**src/rtl/mips_mc_ctrl_if.sv**
```systemverilog
// Handshake and datapath-control bundle between mips_mc_ctrl and its neighbours.
// master = the controller, slave = upstream fetch plus ALU/memory datapath.
interface mips_mc_ctrl_if;
   logic [31:0] instr;
   logic        instr_valid;
   logic        instr_ready;
   logic        signal_zero;
   logic        mem_ack;
   logic [3:0]  alu_op;
   logic        alu_src_a;
   logic [1:0]  alu_src_b;
   logic [4:0]  rs_addr;
   logic [4:0]  rt_addr;
   logic [4:0]  wr_addr;
   logic [15:0] imm;
   logic        reg_we;
   logic        mem_to_reg;
   logic        mem_req;
   logic        mem_we;
   logic        pc_we;
   logic [1:0]  pc_sel;
   logic        done;
   logic        illegal;
   logic        bus_error;

   modport master (
      input  instr, instr_valid, signal_zero, mem_ack,
      output instr_ready, alu_op, alu_src_a, alu_src_b, rs_addr, rt_addr, wr_addr, imm,
             reg_we, mem_to_reg, mem_req, mem_we, pc_we, pc_sel, done, illegal, bus_error
   );

   modport slave (
      output instr, instr_valid, signal_zero, mem_ack,
      input  instr_ready, alu_op, alu_src_a, alu_src_b, rs_addr, rt_addr, wr_addr, imm,
             reg_we, mem_to_reg, mem_req, mem_we, pc_we, pc_sel, done, illegal, bus_error
   );
endinterface

```
**src/rtl/mips_mc_ctrl.sv**
```systemverilog
// Multi-cycle MIPS control unit: IDLE/DECODE/EXEC/MEM/WB sequencing in front of mips_alu.
// All outputs are registered; decoding is done on the accepted word so DECODE already shows it.
module mips_mc_ctrl #(
   parameter int unsigned MEM_TIMEOUT = 15
) (
   input  logic           clk,
   input  logic           reset_n,
   mips_mc_ctrl_if.master bus
);

   localparam logic [3:0] OP_JR   = 4'd0;
   localparam logic [3:0] OP_ADD  = 4'd1;
   localparam logic [3:0] OP_AND  = 4'd2;
   localparam logic [3:0] OP_NOR  = 4'd3;
   localparam logic [3:0] OP_OR   = 4'd4;
   localparam logic [3:0] OP_SLT  = 4'd5;
   localparam logic [3:0] OP_SLL  = 4'd6;
   localparam logic [3:0] OP_SRL  = 4'd7;
   localparam logic [3:0] OP_SUBU = 4'd8;
   localparam logic [3:0] OP_SUB  = 4'd9;
   localparam logic [3:0] OP_SLTU = 4'd10;
   localparam logic [3:0] OP_ADDU = 4'd11;
   localparam logic [3:0] OP_BEQ  = 4'd12;
   localparam logic [3:0] OP_BNE  = 4'd13;

   localparam logic [7:0] CNT_LAST = 8'(MEM_TIMEOUT - 1);

   typedef enum logic [2:0] {S_IDLE, S_DECODE, S_EXEC, S_MEM, S_WB} state_t;
   typedef enum logic [2:0] {CLS_ALU, CLS_LW, CLS_SW, CLS_BR, CLS_JMP} cls_t;

   state_t      state_reg;
   cls_t        cls_reg;
   logic [7:0]  cnt_reg;
   logic        instr_ready_reg;
   logic [3:0]  alu_op_reg;
   logic        src_a_reg;
   logic [1:0]  src_b_reg;
   logic [4:0]  rs_reg;
   logic [4:0]  rt_reg;
   logic [4:0]  wr_reg;
   logic [15:0] imm_reg;
   logic        reg_we_reg;
   logic        m2r_reg;
   logic        mem_req_reg;
   logic        mem_we_reg;
   logic        pc_we_reg;
   logic [1:0]  pc_sel_reg;
   logic        done_reg;
   logic        illegal_reg;
   logic        bus_error_reg;

   logic        dec_ok;
   logic [3:0]  dec_op;
   logic        dec_a;
   logic [1:0]  dec_b;
   logic [4:0]  dec_wr;
   logic        dec_m2r;
   logic [1:0]  dec_pc_sel;
   cls_t        dec_cls;

   logic [5:0]  opcode;
   logic [5:0]  funct;

   assign opcode = bus.instr[31:26];
   assign funct  = bus.instr[5:0];

   always_comb begin
      dec_ok     = 1'b1;
      dec_op     = OP_ADD;
      dec_a      = 1'b0;
      dec_b      = 2'd0;
      dec_wr     = bus.instr[20:16];
      dec_m2r    = 1'b0;
      dec_pc_sel = 2'd0;
      dec_cls    = CLS_ALU;
      case (opcode)
         6'h00: begin
            dec_wr = bus.instr[15:11];
            case (funct)
               6'h20: dec_op = OP_ADD;
               6'h21: dec_op = OP_ADDU;
               6'h22: dec_op = OP_SUB;
               6'h23: dec_op = OP_SUBU;
               6'h24: dec_op = OP_AND;
               6'h25: dec_op = OP_OR;
               6'h27: dec_op = OP_NOR;
               6'h2A: dec_op = OP_SLT;
               6'h2B: dec_op = OP_SLTU;
               6'h00: begin
                  dec_op = OP_SLL;
                  dec_a  = 1'b1;
                  dec_b  = 2'd3;
               end
               6'h02: begin
                  dec_op = OP_SRL;
                  dec_a  = 1'b1;
                  dec_b  = 2'd3;
               end
               6'h08: begin
                  dec_op     = OP_JR;
                  dec_pc_sel = 2'd3;
                  dec_cls    = CLS_JMP;
               end
               default: dec_ok = 1'b0;
            endcase
         end
         6'h08: begin dec_op = OP_ADD;  dec_b = 2'd1; end
         6'h09: begin dec_op = OP_ADDU; dec_b = 2'd1; end
         6'h0A: begin dec_op = OP_SLT;  dec_b = 2'd1; end
         6'h0B: begin dec_op = OP_SLTU; dec_b = 2'd1; end
         6'h0C: begin dec_op = OP_AND;  dec_b = 2'd2; end
         6'h0D: begin dec_op = OP_OR;   dec_b = 2'd2; end
         6'h23: begin
            dec_op  = OP_ADD;
            dec_b   = 2'd1;
            dec_m2r = 1'b1;
            dec_cls = CLS_LW;
         end
         6'h2B: begin
            dec_op  = OP_ADD;
            dec_b   = 2'd1;
            dec_cls = CLS_SW;
         end
         6'h04: begin dec_op = OP_BEQ; dec_cls = CLS_BR; end
         6'h05: begin dec_op = OP_BNE; dec_cls = CLS_BR; end
         6'h02: begin
            dec_op     = OP_JR;
            dec_pc_sel = 2'd2;
            dec_cls    = CLS_JMP;
         end
         default: dec_ok = 1'b0;
      endcase
   end

   always_ff @(posedge clk or negedge reset_n) begin
      if (!reset_n) begin
         state_reg       <= S_IDLE;
         cls_reg         <= CLS_ALU;
         cnt_reg         <= 8'd0;
         instr_ready_reg <= 1'b1;
         alu_op_reg      <= 4'd0;
         src_a_reg       <= 1'b0;
         src_b_reg       <= 2'd0;
         rs_reg          <= 5'd0;
         rt_reg          <= 5'd0;
         wr_reg          <= 5'd0;
         imm_reg         <= 16'd0;
         reg_we_reg      <= 1'b0;
         m2r_reg         <= 1'b0;
         mem_req_reg     <= 1'b0;
         mem_we_reg      <= 1'b0;
         pc_we_reg       <= 1'b0;
         pc_sel_reg      <= 2'd0;
         done_reg        <= 1'b0;
         illegal_reg     <= 1'b0;
         bus_error_reg   <= 1'b0;
      end else begin
         // Strobes are single-cycle unless re-asserted by a transition below.
         reg_we_reg    <= 1'b0;
         pc_we_reg     <= 1'b0;
         done_reg      <= 1'b0;
         illegal_reg   <= 1'b0;
         bus_error_reg <= 1'b0;
         case (state_reg)
            S_IDLE: begin
               if (bus.instr_valid) begin
                  state_reg       <= S_DECODE;
                  instr_ready_reg <= 1'b0;
                  rs_reg          <= bus.instr[25:21];
                  rt_reg          <= bus.instr[20:16];
                  imm_reg         <= bus.instr[15:0];
                  alu_op_reg      <= dec_op;
                  src_a_reg       <= dec_a;
                  src_b_reg       <= dec_b;
                  wr_reg          <= dec_wr;
                  m2r_reg         <= dec_m2r;
                  pc_sel_reg      <= dec_pc_sel;
                  cls_reg         <= dec_cls;
                  illegal_reg     <= ~dec_ok;
               end
            end
            S_DECODE: begin
               if (illegal_reg) begin
                  state_reg       <= S_IDLE;
                  instr_ready_reg <= 1'b1;
               end else begin
                  state_reg <= S_EXEC;
               end
            end
            S_EXEC: begin
               if (cls_reg == CLS_BR) begin
                  pc_sel_reg <= bus.signal_zero ? 2'd1 : 2'd0;
               end
               if (cls_reg == CLS_LW || cls_reg == CLS_SW) begin
                  state_reg   <= S_MEM;
                  mem_req_reg <= 1'b1;
                  mem_we_reg  <= (cls_reg == CLS_SW);
                  cnt_reg     <= 8'd0;
               end else begin
                  state_reg  <= S_WB;
                  pc_we_reg  <= 1'b1;
                  done_reg   <= 1'b1;
                  reg_we_reg <= (cls_reg == CLS_ALU);
               end
            end
            S_MEM: begin
               // An ack on the expiring cycle still completes the access.
               if (bus.mem_ack) begin
                  state_reg   <= S_WB;
                  mem_req_reg <= 1'b0;
                  mem_we_reg  <= 1'b0;
                  cnt_reg     <= 8'd0;
                  pc_we_reg   <= 1'b1;
                  done_reg    <= 1'b1;
                  reg_we_reg  <= (cls_reg == CLS_LW);
               end else if (cnt_reg == CNT_LAST) begin
                  state_reg       <= S_IDLE;
                  instr_ready_reg <= 1'b1;
                  mem_req_reg     <= 1'b0;
                  mem_we_reg      <= 1'b0;
                  cnt_reg         <= 8'd0;
                  bus_error_reg   <= 1'b1;
               end else begin
                  cnt_reg <= cnt_reg + 8'd1;
               end
            end
            S_WB: begin
               state_reg       <= S_IDLE;
               instr_ready_reg <= 1'b1;
            end
            default: begin
               state_reg       <= S_IDLE;
               instr_ready_reg <= 1'b1;
            end
         endcase
      end
   end

   assign bus.instr_ready = instr_ready_reg;
   assign bus.alu_op      = alu_op_reg;
   assign bus.alu_src_a   = src_a_reg;
   assign bus.alu_src_b   = src_b_reg;
   assign bus.rs_addr     = rs_reg;
   assign bus.rt_addr     = rt_reg;
   assign bus.wr_addr     = wr_reg;
   assign bus.imm         = imm_reg;
   assign bus.reg_we      = reg_we_reg;
   assign bus.mem_to_reg  = m2r_reg;
   assign bus.mem_req     = mem_req_reg;
   assign bus.mem_we      = mem_we_reg;
   assign bus.pc_we       = pc_we_reg;
   assign bus.pc_sel      = pc_sel_reg;
   assign bus.done        = done_reg;
   assign bus.illegal     = illegal_reg;
   assign bus.bus_error   = bus_error_reg;

endmodule

```
**src/flat_wrapper.sv**
```systemverilog
// flat-port wrapper written by rule: the top's interface ports become plain ports
module mips_mc_ctrl_flat 
#(
   parameter int unsigned MEM_TIMEOUT = 15
)
  (clk, reset_n, bus_instr, bus_instr_valid, bus_signal_zero, bus_mem_ack, bus_instr_ready, bus_alu_op, bus_alu_src_a, bus_alu_src_b, bus_rs_addr, bus_rt_addr, bus_wr_addr, bus_imm, bus_reg_we, bus_mem_to_reg, bus_mem_req, bus_mem_we, bus_pc_we, bus_pc_sel, bus_done, bus_illegal, bus_bus_error);
  mips_mc_ctrl_if bus_i ();
  input  logic clk;
  input  logic reset_n;
  input wire logic [$bits(bus_i.instr)-1:0] bus_instr;
  input wire logic [$bits(bus_i.instr_valid)-1:0] bus_instr_valid;
  input wire logic [$bits(bus_i.signal_zero)-1:0] bus_signal_zero;
  input wire logic [$bits(bus_i.mem_ack)-1:0] bus_mem_ack;
  output wire logic [$bits(bus_i.instr_ready)-1:0] bus_instr_ready;
  output wire logic [$bits(bus_i.alu_op)-1:0] bus_alu_op;
  output wire logic [$bits(bus_i.alu_src_a)-1:0] bus_alu_src_a;
  output wire logic [$bits(bus_i.alu_src_b)-1:0] bus_alu_src_b;
  output wire logic [$bits(bus_i.rs_addr)-1:0] bus_rs_addr;
  output wire logic [$bits(bus_i.rt_addr)-1:0] bus_rt_addr;
  output wire logic [$bits(bus_i.wr_addr)-1:0] bus_wr_addr;
  output wire logic [$bits(bus_i.imm)-1:0] bus_imm;
  output wire logic [$bits(bus_i.reg_we)-1:0] bus_reg_we;
  output wire logic [$bits(bus_i.mem_to_reg)-1:0] bus_mem_to_reg;
  output wire logic [$bits(bus_i.mem_req)-1:0] bus_mem_req;
  output wire logic [$bits(bus_i.mem_we)-1:0] bus_mem_we;
  output wire logic [$bits(bus_i.pc_we)-1:0] bus_pc_we;
  output wire logic [$bits(bus_i.pc_sel)-1:0] bus_pc_sel;
  output wire logic [$bits(bus_i.done)-1:0] bus_done;
  output wire logic [$bits(bus_i.illegal)-1:0] bus_illegal;
  output wire logic [$bits(bus_i.bus_error)-1:0] bus_bus_error;
  assign bus_i.instr = bus_instr;
  assign bus_i.instr_valid = bus_instr_valid;
  assign bus_i.signal_zero = bus_signal_zero;
  assign bus_i.mem_ack = bus_mem_ack;
  assign bus_instr_ready = bus_i.instr_ready;
  assign bus_alu_op = bus_i.alu_op;
  assign bus_alu_src_a = bus_i.alu_src_a;
  assign bus_alu_src_b = bus_i.alu_src_b;
  assign bus_rs_addr = bus_i.rs_addr;
  assign bus_rt_addr = bus_i.rt_addr;
  assign bus_wr_addr = bus_i.wr_addr;
  assign bus_imm = bus_i.imm;
  assign bus_reg_we = bus_i.reg_we;
  assign bus_mem_to_reg = bus_i.mem_to_reg;
  assign bus_mem_req = bus_i.mem_req;
  assign bus_mem_we = bus_i.mem_we;
  assign bus_pc_we = bus_i.pc_we;
  assign bus_pc_sel = bus_i.pc_sel;
  assign bus_done = bus_i.done;
  assign bus_illegal = bus_i.illegal;
  assign bus_bus_error = bus_i.bus_error;
  mips_mc_ctrl #(.MEM_TIMEOUT(MEM_TIMEOUT)) u_core (.clk(clk), .reset_n(reset_n), .bus(bus_i));
endmodule
```
**config.mk**
```make
export PLATFORM = sky130hd
export DESIGN_NAME = mips_mc_ctrl_flat
export DESIGN_NICKNAME = d
export VERILOG_FILES = /design/src/rtl/mips_mc_ctrl_if.sv /design/src/rtl/mips_mc_ctrl.sv /design/src/flat_wrapper.sv
export SDC_FILE = /design/constraint.sdc
export NUM_CORES = 1
export LEC_CHECK = 0
export CAP_MARGIN = 40
export CORE_MARGIN = 2
export CORE_UTILIZATION = 48
export CTS_CLUSTER_SIZE = 10
export DETAILED_ROUTE_END_ITERATION = 16
export PLACE_DENSITY_LB_ADDON = 0.12
export SYNTH_ARGS = -nofsm -noshare
export SYNTH_HDL_FRONTEND = slang
export SYNTH_SLANG_ARGS = --single-unit
```
**constraint.sdc**
```tcl
create_clock -name clk -period 2.19 [get_ports clk]
set_input_delay 0.3285 -clock clk [delete_from_list [all_inputs] [get_ports clk]]
set_output_delay 0.3285 -clock clk [all_outputs]
set_load 0.01 [all_outputs]
```
# [Word level (Yosys, flattened, before mapping)]
# Cells that the tools add are included.
[op_classes] add_sub_neg=1 eq_ne=36 mux=50 bitwise_logic=2 reduce_logical=19
[op_table] operator="equality test 6 bit (second input constant)" n=11
[op_table] operator="one-hot mux 4 bit (11 select lines)" n=1
[op_table] operator="equality test 6 x 4 -> 1 bit (second input constant)" n=7
[op_table] operator="one-hot mux 4 bit (9 select lines)" n=1
[op_table] operator="two-way mux 8 bit" n=3
[op_table] operator="two-way mux 1 bit" n=22
[op_table] operator="one-hot mux 8 bit (2 select lines)" n=1
[op_table] operator="two-way mux 3 bit" n=5
[op_table] operator="one-hot mux 3 bit (5 select lines)" n=1
[op_table] operator="equality test 3 x 2 -> 1 bit (second input constant)" n=4
[op_table] operator="equality test 6 x 2 -> 1 bit (second input constant)" n=2
[op_table] operator="equality test 6 x 3 -> 1 bit (second input constant)" n=2
[op_table] operator="logical NOT 6 bit" n=2
[op_table] operator="one-hot mux 3 bit (4 select lines)" n=1
[op_table] operator="OR reduction 12 bit" n=1
[op_table] operator="OR reduction 11 bit" n=1
[op_table] operator="two-way mux 2 bit" n=5
[op_table] operator="one-hot mux 1 bit (2 select lines)" n=5
[op_table] operator="adder 8 x 1 -> 8 bit (second input constant)" n=1
[op_table] operator="equality test 8 x 4 -> 1 bit (second input constant)" n=1
[op_table] operator="inequality test 2 x 1 -> 1 bit (second input constant)" n=4
[op_table] operator="one-hot mux 2 bit (2 select lines)" n=2
[op_table] operator="equality test 3 x 1 -> 1 bit (second input constant)" n=2
[op_table] operator="logical NOT 3 bit" n=2
[op_table] operator="other kinds (13)" n=21
[totals] ff_bits=62 input_bits=37 out_inout_bits=49 elab_cells=127

# [Logic depth before layout (Yosys ltp)]
# Gate-level depths: netlist of the first run.
[logic_depth] ltp_word=7 ltp_mapped=8 depth_no_buf=7

# [Worst setup path before layout of the first run]
# No wires, ideal clock.
[synth_path] kind="register -> register" from="register u_core.state_reg[2]" to="register u_core.alu_op_reg[1] (netlist: u_core.bus.alu_op[1])" setup_time_ns=0.066 t_arrival_ns=1.867 required_ns=2.124 slack_ns=0.257 path_stages_with_launch=7 n_path_buf=2 period_less_slack_ns=1.933 cell_sequence="dfrtp_1 buf_2 or4b_1 buf_2 or3_4 a2111oi_4 a221o_1"
[synth_between] elab_chain_len=2
[synth_lines] item="start, declared" line="mips_mc_ctrl.sv:31" rtl="state_t state_reg;"
[synth_lines] item="start signal, assigned" line="mips_mc_ctrl.sv:137" rtl="state_reg <= S_IDLE;"
[synth_lines] item="start signal, assigned" line="mips_mc_ctrl.sv:167" rtl="state_reg <= S_DECODE;"
[synth_lines] item="start signal, assigned" line="mips_mc_ctrl.sv:184" rtl="state_reg <= S_IDLE;"
[synth_lines] item="logical NOT 3 bit" line="mips_mc_ctrl.sv:164" rtl="case (state_reg)"
[synth_lines] item="AND reduction 2 bit (no source line)"
[synth_lines] item="end signal, assigned" line="mips_mc_ctrl.sv:172" rtl="alu_op_reg <= dec_op;"
[synth_lines] item="end, declared" line="mips_mc_ctrl.sv:35" rtl="logic [3:0] alu_op_reg;"
# No other way between the ends.
# A chain may end at the register's enable or synchronous reset.

# [Worst setup path after layout of the first run]
[layout_path] from="input port bus_instr_valid" to="register u_core.alu_op_reg[1] (netlist: u_core.bus.alu_op[1])"
[layout_between] elab_chain_len=1
[layout_lines] item="start, declared" line="flat_wrapper.sv:11" rtl="input wire logic [$bits(bus_i.instr_valid)-1:0] bus_instr_valid;"
[layout_lines] item="AND reduction 2 bit (no source line)"
# No other way between the ends.

==> flow_summary.yaml, run 1 <==
route:
  first_pass_iters: 4
  routed_wirelength_um: 7680
  ant_nets: 0
  vias: 2819
  routed_via_density: 5.27
  drtIter0Drc: 175
  wire_per_inst_um: 14.4
  drc: 0
clock_network:
  postCtsSetupBuffers: 0
  path_clk_slew_ns: 0.07
  h-tree-depth: 3
  clock_latency_ns: 0.34
  cts_max_path_buffers: 2
  clockRootBuffer: "clkbuf_8"
  cts_tree: "built"
  cts_resized: 0
  cts_buffers: 9
  cts_sinks: 62
  hold_buffers: 1
power:
  switching_share: 0.354
  comb_power_share: 0.418
  power_frac_clock: 0.210
  leakage_nw: 2.02
  power-per-cell-area_nw_per_um2: 1110
  ir_drop_mv: 0.765
  intPower_mw: 3.11
  seqPwrFrac: 0.373
  power_mw: 4.82
  switchingPower_mw: 1.70
final_layout:
  multi_input_area_um2: 1380
  finalInstanceArea_um2: 4350
  layout.nets: 492
  seq_area_um2: 1550
  fin_util: 0.697
  drive_gt1_frac: 0.116
  fill_cells: 498
  diodes: 0
  largest_reg_flops: 16
  synthToLayoutAreaGrowth_pct: 42.9
logic_synthesis:
  async_flop_share: 1.00
  synth_mux_area_frac: 0.0263
  synth-seq-area-share: 0.510
  synth.net_count: 388
  syn_area_per_cell_um2: 8.72
  synth_top_family_by_area: "simple AND/OR/NAND/NOR gates"
  yosys.area_share.simple: 0.253
  synth_compound_area_frac: 0.153
  synth_xor_area_frac: 0.00576
  synthCells: 349
  synthDistinctLibCells: 49
  ys.flop_type: "dfrtp_1"
  synthAdderAreaFrac: 0.0115
  synth_seq_cells: 62
  synth_edf_count: 0
  yosys_warnings: 0
  synth_area_um2: 3040
grt:
  grt_pass1_wl_um: 13000
  antenna_found_initial: 0
  grt_use_total: 0.233
  grt_overflow: 0
  grt_max_degree: 63
  grt_pass1_vias: 2722
critical_path:
  arrival_ns: 2.29
  cp-endpoint: "u_core.bus.alu_op[1]"
  slowest_stage: "or4b_2"
  path_buf_inv: 1
  cp_num_cells: 5
  r2r_cells: 4
  r2r_setup_slack_ns: 0.22
  end_kind: "register"
  critPathRequiredTime_ns: 2.47
  r2r-start: "u_core.state_reg[2]"
  cp_slowest_stage_delay_ns: 0.67
  crit_type: "primary input to register"
  r2r-end: "u_core.bus.alu_op[1]"
  crit_path_start: "bus_instr_valid"
  crit_fanout: 4
  crit_family: "simple AND/OR/NAND/NOR gates"
  start_kind: "primary input"
  crit_chain: "clkdlybuf4s50_1 > or4b_2 > or3_4 > a2111oi_4 > a221o_1"
timing:
  finClkSkew_ns: 0.00603
  relSlewSlack: 0.531
  tightest_slew_ns: 0.699
  fmax_mhz: 498
  finalHoldViolCount: 0
  finalMaxSlewViolations: 0
  tns_ns: 0
  fin_crit_sh: 0.916
  finalWorstSetupSlack_ns: 0.183
  rsz0062_at_grt: "false"
  setup_viol: 0
  layout_min_cycle_time_ns: 2.01
min_path:
  min-delay-path-class: "register to register"
  holdCritStartpoint: "u_core.bus.mem_to_reg"
floorplanning:
  rows: 29
  start_util: 0.488
  num_io_pins: 86
  coreArea_um2: 6240
  fp.dieW_um: 83.6
  die_area_um2: 6990
  die_y_um: 83.6
place:
  gp_congestion: 0.956
  portBuffers: 85
  dpl_worst_slack_ns: -0.151
  dpl.hpwl_um: 5390
  placed_cell_area_um2: 4140
outcome:
  outcome: "complete, no violations"
run:
  cap_violations: 0
==> worst reg2reg max path: cells and delay by family (launching register included) <==
family	cells	cell delay (ns)
and+or+nand+nor	2	1.12
AOI/OAI and AO/OA	2	0.42
DFF	1	0.38
==> power by group through the flow <==
stage / combinational (mW) / clock [mW] / sequential, mW
global route: 2.21 / 1.08 / 1.85
CTS: 2.03 / 1.03 / 1.80
global placement: 1.98 / 0 / 1.80
detailed placement: 2.02 / 0 / 1.81
finish: 2.01 / 1.01 / 1.80
floorplan: 0.779 / 0 / 1.94
==> cell type report <==
class,count,area share
Sequential cell,62,0.357
Multi-Input combinational cell,257,0.316
Clock buffer,9,0.0285
Timing Repair Buffer,115,0.253
Tap cell,77,0.0222
Inverter,8,0.00690
Clock inverter,7,0.0167
==> how the worst min path moves through the flow <==
stage,to,slack (ns),cells after the start
finish,u_core.bus.mem_to_reg,0.47,2
global route,u_core.bus.imm[4],0.49,2
CTS,u_core.bus.mem_to_reg,0.48,2
detailed placement,u_core.bus.mem_req,0.37,2
global placement,u_core.bus.mem_req,0.37,2
floorplan,u_core.bus.alu_op[0],0.03,0
==> synthesized netlist by cell type (3+ instances only) <==
| cell | count | area share |
|---|---|---|
| a21oi_1 | 7 | 0.012 |
| a31oi_1 | 3 | 0.0062 |
| and3_1 | 5 | 0.010 |
| buf_2 | 4 | 0.0066 |
| clkbuf_1 | 17 | 0.021 |
| dfrtp_1 | 61 | 0.50 |
| inv_1 | 6 | 0.0074 |
| mux2i_1 | 8 | 0.026 |
| nand2_1 | 100 | 0.12 |
| nand2b_1 | 6 | 0.012 |
| nand3_1 | 5 | 0.0082 |
| nor2_1 | 21 | 0.026 |
| nor2b_1 | 6 | 0.012 |
| nor3_1 | 10 | 0.016 |
| o21a_1 | 3 | 0.0074 |
| o21ai_0 | 17 | 0.028 |
| o21ai_1 | 24 | 0.039 |
| o31ai_1 | 5 | 0.012 |
==> per-layer routing <==
metal | GRT usage | share of wire | routed length, µm | vias up
met5 | 0 | 0 | 0 | -
met4 | 0.106 | 0.020 | 155 | 0
met3 | 0.0524 | 0.051 | 391 | 12
met2 | 0.353 | 0.46 | 3520 | 78
met1 | 0.320 | 0.47 | 3610 | 1330
li1 | - | - | - | 1399
==> cells by family (layout without fill, tap and decap cells) <==
logic type / count (synthesis) / count (layout)
buffers and inverters: 30 / 139
DFF: 62 / 62
muxes: 8 / 8
xor gates and xnor gates: 2 / 2
and+or+nand+nor: 170 / 170
adders and majority gates: 3 / 3
AOI/OAI and AO/OA: 74 / 74
==> placed cells by master (no fill, tap or decap), types with 7 or more instances in the layout <==
master | synthesis | routed
a21oi_1 | 7 | 7
dfrtp_1 | 61 | 61
o21ai_0 | 17 | 17
mux2i_1 | 8 | 8
o21ai_1 | 24 | 24
nor3_1 | 10 | 10
nor2_1 | 21 | 21
clkbuf_8 | 0 | 9
clkdlybuf4s50_1 | 0 | 84
buf_4 | 1 | 27
nand2_1 | 100 | 100
==> metrics by stage <==
step,hold slack [ns],std cells
finish,0.472,535
global route,0.491,535
CTS,0.478,535
detailed placement,0.368,518
global placement,0.367,518
floorplan,0.0329,349
(Power assumes the default switching activity.)
==> run 2, diff against run 1 <==
--- a/config.mk
+++ b/config.mk
@@ -6,8 +6,11 @@
 export NUM_CORES = 1
 export LEC_CHECK = 0
 export CAP_MARGIN = 40
+export CELL_PAD_IN_SITES_DETAIL_PLACEMENT = 1
+export CELL_PAD_IN_SITES_GLOBAL_PLACEMENT = 2
 export CORE_MARGIN = 2
-export CORE_UTILIZATION = 48
+export CORE_UTILIZATION = 28
+export CTS_BUF_LIST = sky130_fd_sc_hd__clkbuf_8 sky130_fd_sc_hd__clkbuf_16
 export CTS_CLUSTER_SIZE = 10
 export DETAILED_ROUTE_END_ITERATION = 16
 export PLACE_DENSITY_LB_ADDON = 0.12
==> run 2 against run 1 <==
  * Total power fell by 0.74%
  * Clock skew grew 0.0035 ns
  * Utilization fell by 28 points
  * Design area increased by 2.1%
  * Critical path depth stayed put
  * Cell count up 12%
  * Count of clock-buffer cells in the layout rose by 3
==> flow_summary.yaml, run 2 (same netlist as run 1, synthesis figures left out) <==
timing:
  finalHoldViolCount: 0
  fin_crit_sh: 0.938
  fin_hold_ws_ns: 0.473
  rsz0062_at_grt: "false"
  finClkSkew_ns: 0.00953
  setup_viol: 0
  tightest_slew_ns: 0.732
  relSlewSlack: 0.509
  layout_min_cycle_time_ns: 2.06
  fmax_mhz: 487
  finalMaxSlewViolations: 0
clock_network:
  clock_latency_ns: 0.34
  clockRootBuffer: "clkbuf_8"
  cts_tree: "built"
  cts_buffers: 9
  path_clk_slew_ns: 0.07
  h-tree-depth: 3
  cts_max_path_buffers: 2
  cts_sinks: 62
  postCtsSetupBuffers: 0
grt:
  grt_max_degree: 63
  grt_pass1_vias: 2909
  grt_use_total: 0.164
  antenna_found_initial: 0
  grt_overflow: 0
  grt_pass1_wl_um: 14800
critical_path:
  crit_fanout: 4
  critPathRequiredTime_ns: 2.47
  end_kind: "register"
  slowest_stage: "or4b_2"
  crit_chain: "clkdlybuf4s50_1 > or4b_2 > or3_4 > a2111oi_4 > a221o_1"
  crit_type: "primary input to register"
  start_kind: "primary input"
  cp_slowest_stage_delay_ns: 0.69
  crit_family: "simple AND/OR/NAND/NOR gates"
  path_buf_inv: 1
  arrival_ns: 2.33
final_layout:
  fill_cells: 1274
  layout.nets: 495
  synthToLayoutAreaGrowth_pct: 45.9
  final_common_cell: "nand2_1"
  layout_common_cells: "100 x nand2_1, 84 x clkdlybuf4s50_1, 61 x dfrtp_1, 30 x buf_4, 24 x o21ai_1"
  largest_reg_flops: 16
  diodes: 0
  drive_gt1_frac: 0.119
route:
  first_pass_iters: 4
  routed_wirelength_um: 9040
  drtIter0Drc: 87
  drc: 0
  routed_via_density: 4.76
  ant_nets: 0
  vias: 2859
  wire_per_inst_um: 15.0
floorplanning:
  die_y_um: 108
  fp.dieW_um: 108
  num_io_pins: 86
  coreArea_um2: 10700
  rows: 38
  die_area_um2: 11700
  start_util: 0.284
power:
  switchingPower_mw: 1.70
  seqPwrFrac: 0.376
  power_mw: 4.78
  power-per-cell-area_nw_per_um2: 1080
  comb_power_share: 0.427
  switching_share: 0.355
  power_frac_clock: 0.197
  intPower_mw: 3.08
  ir_drop_mv: 0.476
  leakage_nw: 2.04
min_path:
  min-delay-path-class: "register to register"
outcome:
  outcome: "complete, no violations"
place:
  gp_congestion: 0.815
  dpl.hpwl_um: 6600
  portBuffers: 85
run:
  cap_violations: 0
[run 2: changes by cell type in the layout (fill, tap and decap cells not counted), sizes merged]
cell      previous run  this run
clkinv               3         2
clkbuf               9        12
clkinvlp             2         1
buf                 30        33
bufinv               1         0
[run 2: final timing paths]
| check | endpoint | cells after the start | start | slack, ns |
|---|---|---|---|---|
| max | u_core.bus.alu_op[2] | 5 | bus_instr_valid | 0.13 |
| min | u_core.bus.imm[11] | 2 | u_core.bus.imm[11] | 0.47 |
| max reg2reg | u_core.bus.alu_op[2] | 4 | u_core.state_reg[2] | 0.19 |
| min reg2reg | u_core.bus.imm[11] | 2 | u_core.bus.imm[11] | 0.47 |
| max in group asynchronous | u_core.bus.instr_ready | 3 | reset_n | 1.35 |
| min in group asynchronous | u_core.bus.rs_addr[4] | 3 | reset_n | 0.53 |
[run 2: power by group through the flow]
stage | sequential (mW) | clock (mW) | combinational, mW
floorplan | 1.94 | 0 | 0.779
global placement | 1.82 | 0 | 2.04
detailed placement | 1.82 | 0 | 2.08
CTS | 1.81 | 0.985 | 2.09
global route | 1.85 | 1.03 | 2.27
finish | 1.80 | 0.941 | 2.04
[run 2: layer usage]
layer,share of wire,track usage,wire (µm)
met1,0.48,0.223,4340
met2,0.47,0.261,4290
met3,0.034,0.0398,310
met4,0.010,0.0440,93
met5,0,0,0
[run 2: area by class of cell]
class                   instances  area [µm²]  area share
clock buffers                  12         165      0.0372
clock inverters                 4        21.3     0.00479
inverters                       8        30.0     0.00676
multi-input cells             257        1380       0.310
flip-flops and latches         62        1550       0.350
well taps                     140         175      0.0394
repair buffers                118        1120       0.252
[run 2: through the flow]
stage,TNS [ns],std cells,utilization,instance area (µm²),worst slack [ns]
6_report,0,601,0.415,4440,0.135
5_1_grt,0,601,0.415,4440,0.0772
4_1_cts,0,601,0.415,4440,0.133
3_5_place_dp,-2.28,584,0.397,4240,-0.229
3_3_place_gp,-1.10,584,0.397,4240,-0.181
2_1_floorplan,0,349,-,3040,0.257
[run 2: what timing repair did]
action                                 4_1_cts  5_1_grt
hold buffers                                 1        0
endpoints found under the hold margin        1        0
gates resized for setup                      0        0
[run 2: worst register-to-register path: cells and delay by family (launching register included)]
family	cells	cell delay (ns)
simple gates	2	1.15
compound gates	2	0.42
flops	1	0.39
==> run 3, diff against run 2 <==
--- a/config.mk
+++ b/config.mk
@@ -8,7 +8,7 @@
 export CAP_MARGIN = 40
 export CELL_PAD_IN_SITES_DETAIL_PLACEMENT = 1
 export CELL_PAD_IN_SITES_GLOBAL_PLACEMENT = 2
-export CORE_MARGIN = 2
+export CORE_MARGIN = 8
 export CORE_UTILIZATION = 28
 export CTS_BUF_LIST = sky130_fd_sc_hd__clkbuf_8 sky130_fd_sc_hd__clkbuf_16
 export CTS_CLUSTER_SIZE = 10
==> run 3 against run 2 <==
  * Count of clock-buffer cells in the layout down 2
  * Critical path depth up 1
  * Clock skew down 0.0015 ns
  * Die area up 23%
  * Clock power down 5.6%
  * Non-clock buffer count unchanged
  * First-iteration DRC count up 26%
  * Global-route usage down 2.2 points
  * Via count up 0.80%
  * Sequential share of layout area about the same
  * Critical path type unchanged
  * Critical endpoint is now u_core.bus.alu_op[0]
==> flow_summary.yaml, run 3 (same netlist as run 1, synthesis figures left out) <==
outcome:
  outcome: "complete, no violations"
min_path:
  hold_path_depth: 2
  min-delay-path-class: "register to register"
place:
  dp_cells: 584
  dpl.hpwl_um: 7360
  gp_congestion: 0.836
  portBuffers: 85
  placed_cell_area_um2: 4260
grt:
  grt_pass1_wl_um: 16400
  met2_usage: 0.236
  grt_pass1_vias: 3093
  grt_overflow: 0
  antenna_found_initial: 0
  gr-usage-met1: 0.174
  grt_use_total: 0.142
  grt_max_degree: 43
  grt_busiest_layer: "met2"
  use_met3: 0.0480
clock_network:
  path_clk_slew_ns: 0.08
  postCtsSetupBuffers: 0
  cts_max_path_buffers: 2
  cts_sinks: 62
  cts_buffers: 9
  clockRootBuffer: "clkbuf_8"
  clock_latency_ns: 0.34
  h-tree-depth: 3
  cts_tree: "built"
floorplanning:
  fp.dieW_um: 120
  die_area_um2: 14500
  num_io_pins: 86
  die_y_um: 120
  coreArea_um2: 10700
  rows: 38
  start_util: 0.283
critical_path:
  crit_fanout: 4
  start_kind: "primary input"
  r2r_cells: 5
  end_kind: "register"
  arrival_ns: 2.33
  crit_type: "primary input to register"
  critPathRequiredTime_ns: 2.42
final_layout:
  finalInstanceArea_um2: 4430
  synthToLayoutAreaGrowth_pct: 45.7
  layoutNonFillerInstCount: 601
  layout.nets: 495
  largest_reg_flops: 16
  diodes: 0
  layout_common_cells: "100 x nand2_1, 84 x clkdlybuf4s50_1, 61 x dfrtp_1, 29 x buf_4, 24 x o21ai_1"
  fill_cells: 1282
  final_common_cell: "nand2_1"
  drive_gt1_frac: 0.117
route:
  first_pass_iters: 4
  drtIter0Drc: 110
  routed_via_density: 4.80
  ant_nets: 0
  routed_wirelength_um: 9820
  drc: 0
  vias: 2882
  wire_per_inst_um: 16.3
timing:
  finalMaxSlewViolations: 0
  fin_crit_sh: 0.962
  fmax_mhz: 475
  finClkSkew_ns: 0.00803
  setup_viol: 0
  finalHoldViolCount: 0
  rsz0062_at_grt: "false"
  tightest_slew_ns: 0.784
  layout_min_cycle_time_ns: 2.11
  relSlewSlack: 0.474
power:
  ir_drop_mv: 0.547
  power_mw: 4.78
  leakage_nw: 2.04
  power-per-cell-area_nw_per_um2: 1080
run:
  cap_violations: 0
-- run 3: layout make-up --
type,count,area [µm²],area share
Multi-Input combinational cell,257,1380,0.310
Timing Repair Buffer,118,1130,0.256
Clock inverter,6,30.0,0.00677
Tap cell,140,175,0.0395
Clock buffer,10,138,0.0310
Inverter,8,30.0,0.00677
Sequential cell,62,1550,0.350
-- run 3: metal layers --
layer | share of wire | wire (µm)
met4 | 0.0083 | 81
met3 | 0.044 | 431
met1 | 0.45 | 4450
met2 | 0.49 | 4860
met5 | 0 | 0
-- run 3: per-stage QoR --
stage | util | worst slack, ns | hold slack (ns) | setup TNS, ns
floorplan | - | 0.257 | 0.0329 | 0
global placement | 0.396 | -0.179 | 0.334 | -1.54
detailed placement | 0.396 | -0.210 | 0.331 | -2.04
CTS | 0.413 | 0.108 | 0.482 | 0
global route | 0.413 | 0.0754 | 0.498 | 0
finish | 0.413 | 0.0837 | 0.479 | 0
-- run 3: final timing paths --
path | start | endpoint | slack, ns
max reg2reg | u_core.state_reg[2] | u_core.bus.alu_op[0] | 0.15
min | u_core.bus.imm[11] | u_core.bus.imm[11] | 0.48
min in group asynchronous | reset_n | u_core.bus.imm[6] | 0.49
max | bus_instr_valid | u_core.bus.alu_op[0] | 0.08
min reg2reg | u_core.bus.imm[11] | u_core.bus.imm[11] | 0.48
max in group asynchronous | reset_n | u_core.bus.instr_ready | 1.04
-- run 3: what timing repair did --
item,CTS,global route
hold buffers,1,0
resized for setup,0,0
endpoints found under the setup margin,0,0
endpoints found under the hold margin,20,0
-- run 3: power breakdown --
group / switching (mW) / internal, mW
logic: 1.04 / 1.06
clock network: 0.460 / 0.427
registers: 0.241 / 1.55
total: 1.74 / 3.04
-- run 3: critical path: stages --
cell	delay, ns
clkdlybuf4s50_1	0.52
or4b_2	0.67
buf_4	0.18
nor3_1	0.30
nand4_1	0.13
o22a_1	0.20
